==> src/rtl/elevator_pkg.sv <==
// Shared encodings for the six-stop elevator: directions, controller states, stop one-hots.
// Stop order from bit 0 upward: 1, 2, 2W, 3, 3W, 4.
package elevator_pkg;

  localparam int NUM_FLOORS_DEF = 6;

  localparam logic [1:0] DIR_IDLE = 2'b00;
  localparam logic [1:0] DIR_UP   = 2'b10;
  localparam logic [1:0] DIR_DOWN = 2'b01;

  typedef enum logic [1:0] {
    IDLE   = 2'd0,
    MOVING = 2'd1,
    DOOR   = 2'd2
  } state_t;

  localparam logic [NUM_FLOORS_DEF-1:0] FLOOR_1  = 6'b000001;
  localparam logic [NUM_FLOORS_DEF-1:0] FLOOR_2  = 6'b000010;
  localparam logic [NUM_FLOORS_DEF-1:0] FLOOR_2W = 6'b000100;
  localparam logic [NUM_FLOORS_DEF-1:0] FLOOR_3  = 6'b001000;
  localparam logic [NUM_FLOORS_DEF-1:0] FLOOR_3W = 6'b010000;
  localparam logic [NUM_FLOORS_DEF-1:0] FLOOR_4  = 6'b100000;

endpackage

==> src/rtl/elevator_timer.sv <==
// Terminal-count timer: counts 0..CYCLES-1 while enabled, wraps to 0 and pulses o_done on the last count.
// Clear has priority over enable; no backpressure.
module elevator_timer #(
  parameter int CYCLES = 4
) (
  input  logic clk,
  input  logic reset_n,
  input  logic i_clr,
  input  logic i_en,
  output logic o_done
);

  localparam int W = (CYCLES > 1) ? $clog2(CYCLES) : 1;
  localparam logic [W-1:0] LAST = W'(CYCLES - 1);

  logic [W-1:0] r_cnt;
  logic         w_last;

  assign w_last = (r_cnt == LAST);
  assign o_done = i_en & ~i_clr & w_last;

  always_ff @(posedge clk or negedge reset_n) begin
    if (!reset_n) begin
      r_cnt <= '0;
    end else if (i_clr) begin
      r_cnt <= '0;
    end else if (i_en) begin
      r_cnt <= w_last ? '0 : r_cnt + W'(1);
    end
  end

endmodule

==> src/rtl/elevator_controller.sv <==
// SCAN elevator car controller: latches calls, times travel and door dwell, drives registered floor/direction.
// Calls act one cycle after they appear; all outputs registered, no backpressure.
module elevator_controller
  import elevator_pkg::*;
#(
  parameter int NUM_FLOORS    = NUM_FLOORS_DEF,
  parameter int TRAVEL_CYCLES = 50_000_000,
  parameter int DOOR_CYCLES   = 100_000_000
) (
  input  logic                  clk,
  input  logic                  reset_n,
  input  logic [NUM_FLOORS-1:0] call_req,
  output logic [NUM_FLOORS-1:0] floor,
  output logic [1:0]            direction,
  output logic                  door_open,
  output logic [NUM_FLOORS-1:0] calls_pending
);

  localparam logic [NUM_FLOORS-1:0] ONE = NUM_FLOORS'(1);

  state_t                r_state;
  logic [NUM_FLOORS-1:0] r_floor;
  logic [1:0]            r_dir;
  logic                  r_door;
  logic [NUM_FLOORS-1:0] r_pending;

  state_t                w_state_nxt;
  logic [NUM_FLOORS-1:0] w_floor_nxt;
  logic [1:0]            w_dir_nxt;
  logic [NUM_FLOORS-1:0] w_pending_nxt;
  logic [NUM_FLOORS-1:0] w_clr;
  logic [NUM_FLOORS-1:0] w_discard;
  logic [NUM_FLOORS-1:0] w_above;
  logic [NUM_FLOORS-1:0] w_below;
  logic [NUM_FLOORS-1:0] w_step;
  logic                  w_restart;
  logic                  w_moving;
  logic                  w_in_door;
  logic                  w_dwell_clr;
  logic                  w_travel_done;
  logic                  w_dwell_done;

  assign w_moving    = (r_state == MOVING);
  assign w_in_door   = (r_state == DOOR);
  assign w_dwell_clr = ~w_in_door | w_restart;

  // Only the bits strictly above / below the car count as "ahead" for SCAN.
  assign w_above = r_pending & ~((r_floor << 1) - ONE);
  assign w_below = r_pending & (r_floor - ONE);
  assign w_step  = (r_dir == DIR_UP) ? (r_floor << 1) : (r_floor >> 1);

  elevator_timer #(.CYCLES(TRAVEL_CYCLES)) u_travel (
    .clk     (clk),
    .reset_n (reset_n),
    .i_clr   (~w_moving),
    .i_en    (w_moving),
    .o_done  (w_travel_done)
  );

  elevator_timer #(.CYCLES(DOOR_CYCLES)) u_dwell (
    .clk     (clk),
    .reset_n (reset_n),
    .i_clr   (w_dwell_clr),
    .i_en    (w_in_door),
    .o_done  (w_dwell_done)
  );

  always_comb begin
    w_state_nxt = r_state;
    w_floor_nxt = r_floor;
    w_dir_nxt   = r_dir;
    w_clr       = '0;
    w_discard   = '0;
    w_restart   = 1'b0;
    case (r_state)
      IDLE: begin
        w_dir_nxt = DIR_IDLE;
        if (|(r_pending & r_floor)) begin
          w_state_nxt = DOOR;
          w_clr       = r_floor;
        end else if (|w_above) begin
          w_state_nxt = MOVING;
          w_dir_nxt   = DIR_UP;
        end else if (|w_below) begin
          w_state_nxt = MOVING;
          w_dir_nxt   = DIR_DOWN;
        end
      end
      MOVING: begin
        if (w_travel_done) begin
          w_floor_nxt = w_step;
          if (|(r_pending & w_step)) begin
            w_state_nxt = DOOR;
            w_clr       = w_step;
          end
        end
      end
      DOOR: begin
        w_discard = r_floor;
        // A fresh call for this stop holds the door rather than queueing a revisit.
        if (|(call_req & r_floor)) begin
          w_restart = 1'b1;
        end else if (w_dwell_done) begin
          if ((r_dir == DIR_UP) && (|w_above)) begin
            w_state_nxt = MOVING;
          end else if ((r_dir == DIR_DOWN) && (|w_below)) begin
            w_state_nxt = MOVING;
          end else if (|w_above) begin
            w_state_nxt = MOVING;
            w_dir_nxt   = DIR_UP;
          end else if (|w_below) begin
            w_state_nxt = MOVING;
            w_dir_nxt   = DIR_DOWN;
          end else begin
            w_state_nxt = IDLE;
            w_dir_nxt   = DIR_IDLE;
          end
        end
      end
      default: begin
        w_state_nxt = IDLE;
        w_dir_nxt   = DIR_IDLE;
      end
    endcase
    w_pending_nxt = (r_pending | (call_req & ~w_discard)) & ~w_clr;
  end

  always_ff @(posedge clk or negedge reset_n) begin
    if (!reset_n) begin
      r_state   <= IDLE;
      r_floor   <= ONE;
      r_dir     <= DIR_IDLE;
      r_door    <= 1'b0;
      r_pending <= '0;
    end else begin
      r_state   <= w_state_nxt;
      r_floor   <= w_floor_nxt;
      r_dir     <= w_dir_nxt;
      r_door    <= (w_state_nxt == DOOR);
      r_pending <= w_pending_nxt;
    end
  end

  assign floor         = r_floor;
  assign direction     = r_dir;
  assign door_open     = r_door;
  assign calls_pending = r_pending;

endmodule

==> config.mk <==
export PLATFORM = sky130hd
export DESIGN_NAME = elevator_controller
export DESIGN_NICKNAME = d
export VERILOG_FILES = /design/src/rtl/elevator_pkg.sv /design/src/rtl/elevator_timer.sv /design/src/rtl/elevator_controller.sv
export SDC_FILE = /design/constraint.sdc
export NUM_CORES = 1
export LEC_CHECK = 0
export ABC_AREA = 1
export ABC_CLOCK_PERIOD_IN_PS = 2300
export CORE_ASPECT_RATIO = 0.5
export CORE_MARGIN = 3
export CORE_UTILIZATION = 35
export DETAILED_ROUTE_END_ITERATION = 16
export SYNTH_ARGS = -nofsm -noshare
export SYNTH_HDL_FRONTEND = slang
export SYNTH_SLANG_ARGS = --single-unit
==> constraint.sdc <==
create_clock -name clk -period 2.3 [get_ports clk]
set_input_delay 0.345 -clock clk [delete_from_list [all_inputs] [get_ports clk]]
set_output_delay 0.345 -clock clk [all_outputs]
set_load 0.02 [all_outputs]
==> results.cfg <==
[route]
post_drt_wl_per_cell_um = 13.0
drc = 0
wirelength_um = 10800
dr.pass1.iters = 5
drtIter0Drc = 293
vias = 4010
vias_per_cell = 4.81
drt.antenna.violating_nets = 0

[floorplan]
coreArea_um2 = 12200
die_h_um = 85.9
rows = 28
dieArea_um2 = 14300
io_pins = 23
initial_core_util = 0.368
die_w_um = 166

[finish]
drive_gt1_frac = 0.108
final_util = 0.436
final_nets = 674
area_delta_synth_final_pct = 18.5
fillCellCount = 1228
multi_input_area_um2 = 2360
register_area_um2 = 1750
num_antenna_cells = 0

[timing]
setup_viol = 0
rsz0062_at_grt = false
fin_skew_ps = 6.29
hold_violations = 0
min_period_over_period = 0.900
timing.fmax_mhz = 483
min_period_ps = 2070
worstMarginPinSlew_ps = 474
setup_tns_ps = 0
slew_viol_final = 0
relSlewSlack = 0.684

[grt]
antenna_found_initial = 0
grt_max_degree = 71
grt_pass1_wl_um = 18800
grt_remaining_overflow = 0
gr-usage-all-layers = 0.160
first_global_vias = 3866

[synth]
synth_common_cells = nand2_1, nor2_1, inv_1
synthTopCellsByArea = dfrtp_1, nand2_1, nor2_1
synth_ff_type = dfrtp_1
syn_area_per_cell_um2 = 7.13
yosysSeqAreaShare = 0.392
synth.most_common_cell = nand2_1
mappedNetlistArea_um2 = 4470
synth.net_count = 638
yosys.area.top_type = dfrtp_1
synth.distinct_cells = 42
ys.warnings.count = 0
syn_inst = 627
async_reset_ff_frac = 1.00
yosysTopAreaCellShare = 0.386
synth_edf_count = 0
ys_ff_latch = 70

[cts]
post-cts-setup-buffer-count = 0
insertion_delay_ps = 340
cts_buffers = 9
htree_levels = 3
hold_buffers = 0
cts.sinks = 70
clk_pin_slew_ps = 60
cts_tree = built
post_cts_resized = 0
cts_root_buf = clkbuf_16
clk_path_buf_depth = 2

[worst_setup_path]
path_common_cell = nand2_1
critPathTopFamily = simple AND/OR/NAND/NOR gates
path_class = register to register
arrival_ps = 2300
end_kind = register
worst-path-buf-inv = 3
startpoint_type = register
critPathMaxStageDelay_ps = 600
cp.required_ps = 2530
slowest_stage = dfstp_2
worstPathCellList = clkinv_1, ha_1, inv_1, nand2_1, nand2_1, a21oi_1, nand2_1, inv_1, nand3_1, nand3_1, nand3_1, nand2_1, nand2_1
crit_fanout = 7

[placed_design]
gp_congestion = 0.929
dp_hpwl_um = 8010
portBuffers = 22

[power_and_ir_drop]
peakVddDrop_v = 0.000370
power_mw = 2.93
p_leak_nw = 2.50
powerDensity_nw_per_um2 = 553

[run_status]
outcome = finished clean

[min_path]
hp-class = input pin to asynchronous set/reset pin

[run]
max-cap-violations = 0
## per-stage QoR
stage / worst slack (ps) / cell area [um^2] / hold slack, ps / instances
6_report: 230 / 5300 / 4.78 / 833
5_1_grt: 34.5 / 5300 / 31.9 / 833
4_1_cts: 242 / 5300 / 28.1 / 833
3_5_place_dp: 131 / 4940 / 388 / 817
3_3_place_gp: 272 / 4940 / 388 / 817
2_1_floorplan: 340 / 4470 / 49.4 / 627
## layout make-up
| cell class | count | share of cell area |
|---|---|---|
| inverter | 80 | 0.0576 |
| multi-input combinational | 468 | 0.445 |
| clock inverter | 7 | 0.0246 |
| timing repair buffer | 34 | 0.0604 |
| sequential | 70 | 0.331 |
| clock buffer | 9 | 0.0425 |
| tap | 165 | 0.0390 |
## worst reg2reg max path: cells and delay by family (launching register included)
family                   cells  cell delay [ps]
buffers and inverters        3              210
flip-flops                   1              600
AO/OA/AOI/OAI                1              240
AND/OR/NAND/NOR              8              610
adder cells (fa/ha/maj)      1              310
## power by group
| part | internal (mW) | switching (mW) | leakage [nW] | total [mW] |
|---|---|---|---|---|
| combinational | 0.0137 | 0.0268 | 1.43 | 0.0405 |
| clock | 1.08 | 0.580 | 0.174 | 1.66 |
| sequential | 1.23 | 0.000000000000000884 | 0.892 | 1.23 |
| total | 2.32 | 0.606 | 2.50 | 2.93 |
## layer usage
layer  routed length (um)  share of wire  up-vias  GRT usage
li1                     -              -     2081          -
met1                 5570           0.52     1840      0.229
met2                 4720           0.44       79      0.246
met3                  425          0.039       10     0.0391
met4                   83         0.0077        0     0.0355
met5                    0              0        -          0
## layout by cell type (no fill, tap or decap), types with 4 or more instances in the layout
cell / synthesis / routed
nand2_1: 166 / 166
o21ai_1: 4 / 4
nor2_1: 92 / 92
o21ai_0: 9 / 9
o21ai_2: 4 / 4
nor2_2: 12 / 12
a21oi_1: 18 / 18
clkdlybuf4s50_1: 0 / 21
nor3_1: 27 / 27
xor2_1: 18 / 18
nand3_1: 56 / 56
clkbuf_16: 0 / 9
xnor2_1: 5 / 5
nand3_2: 4 / 4
inv_1: 76 / 76
nand2_2: 5 / 5
nand4_1: 17 / 17
buf_4: 0 / 12
dfrtp_1: 69 / 69
## registers in the layout (all words and copies together), names as in the netlist
signal,cells
calls_pending,6
direction,2
door_open,1
floor,6
r_state,2
u_dwell.r_cnt,27
u_travel.r_cnt,26
## cell families (layout without fill, tap and decap cells)
kind of cell             count (synthesis)  after routing  share of synthesized area
AND/OR/NAND/NOR                        400            400                      0.419
flip-flops                              70             70                      0.392
AO/OA/AOI/OAI                           42             42                     0.0548
XOR/XNOR                                23             23                     0.0450
buffers and inverters                   89            130                     0.0806
adder cells (fa/ha/maj)                  3              3                    0.00839
## final timing paths
kind	start	end	slack, ps	depth (start not counted)
max	floor[0]	direction[0]	230	13
min	reset_n	u_dwell.r_cnt[9]	5	2
max reg2reg	floor[0]	direction[0]	230	13
min reg2reg	u_dwell.r_cnt[0]	u_dwell.r_cnt[0]	470	1
max in group asynchronous	reset_n	floor[0]	1930	2
min in group clk	u_dwell.r_cnt[0]	u_dwell.r_cnt[0]	470	1
(Power assumes the default switching activity.)
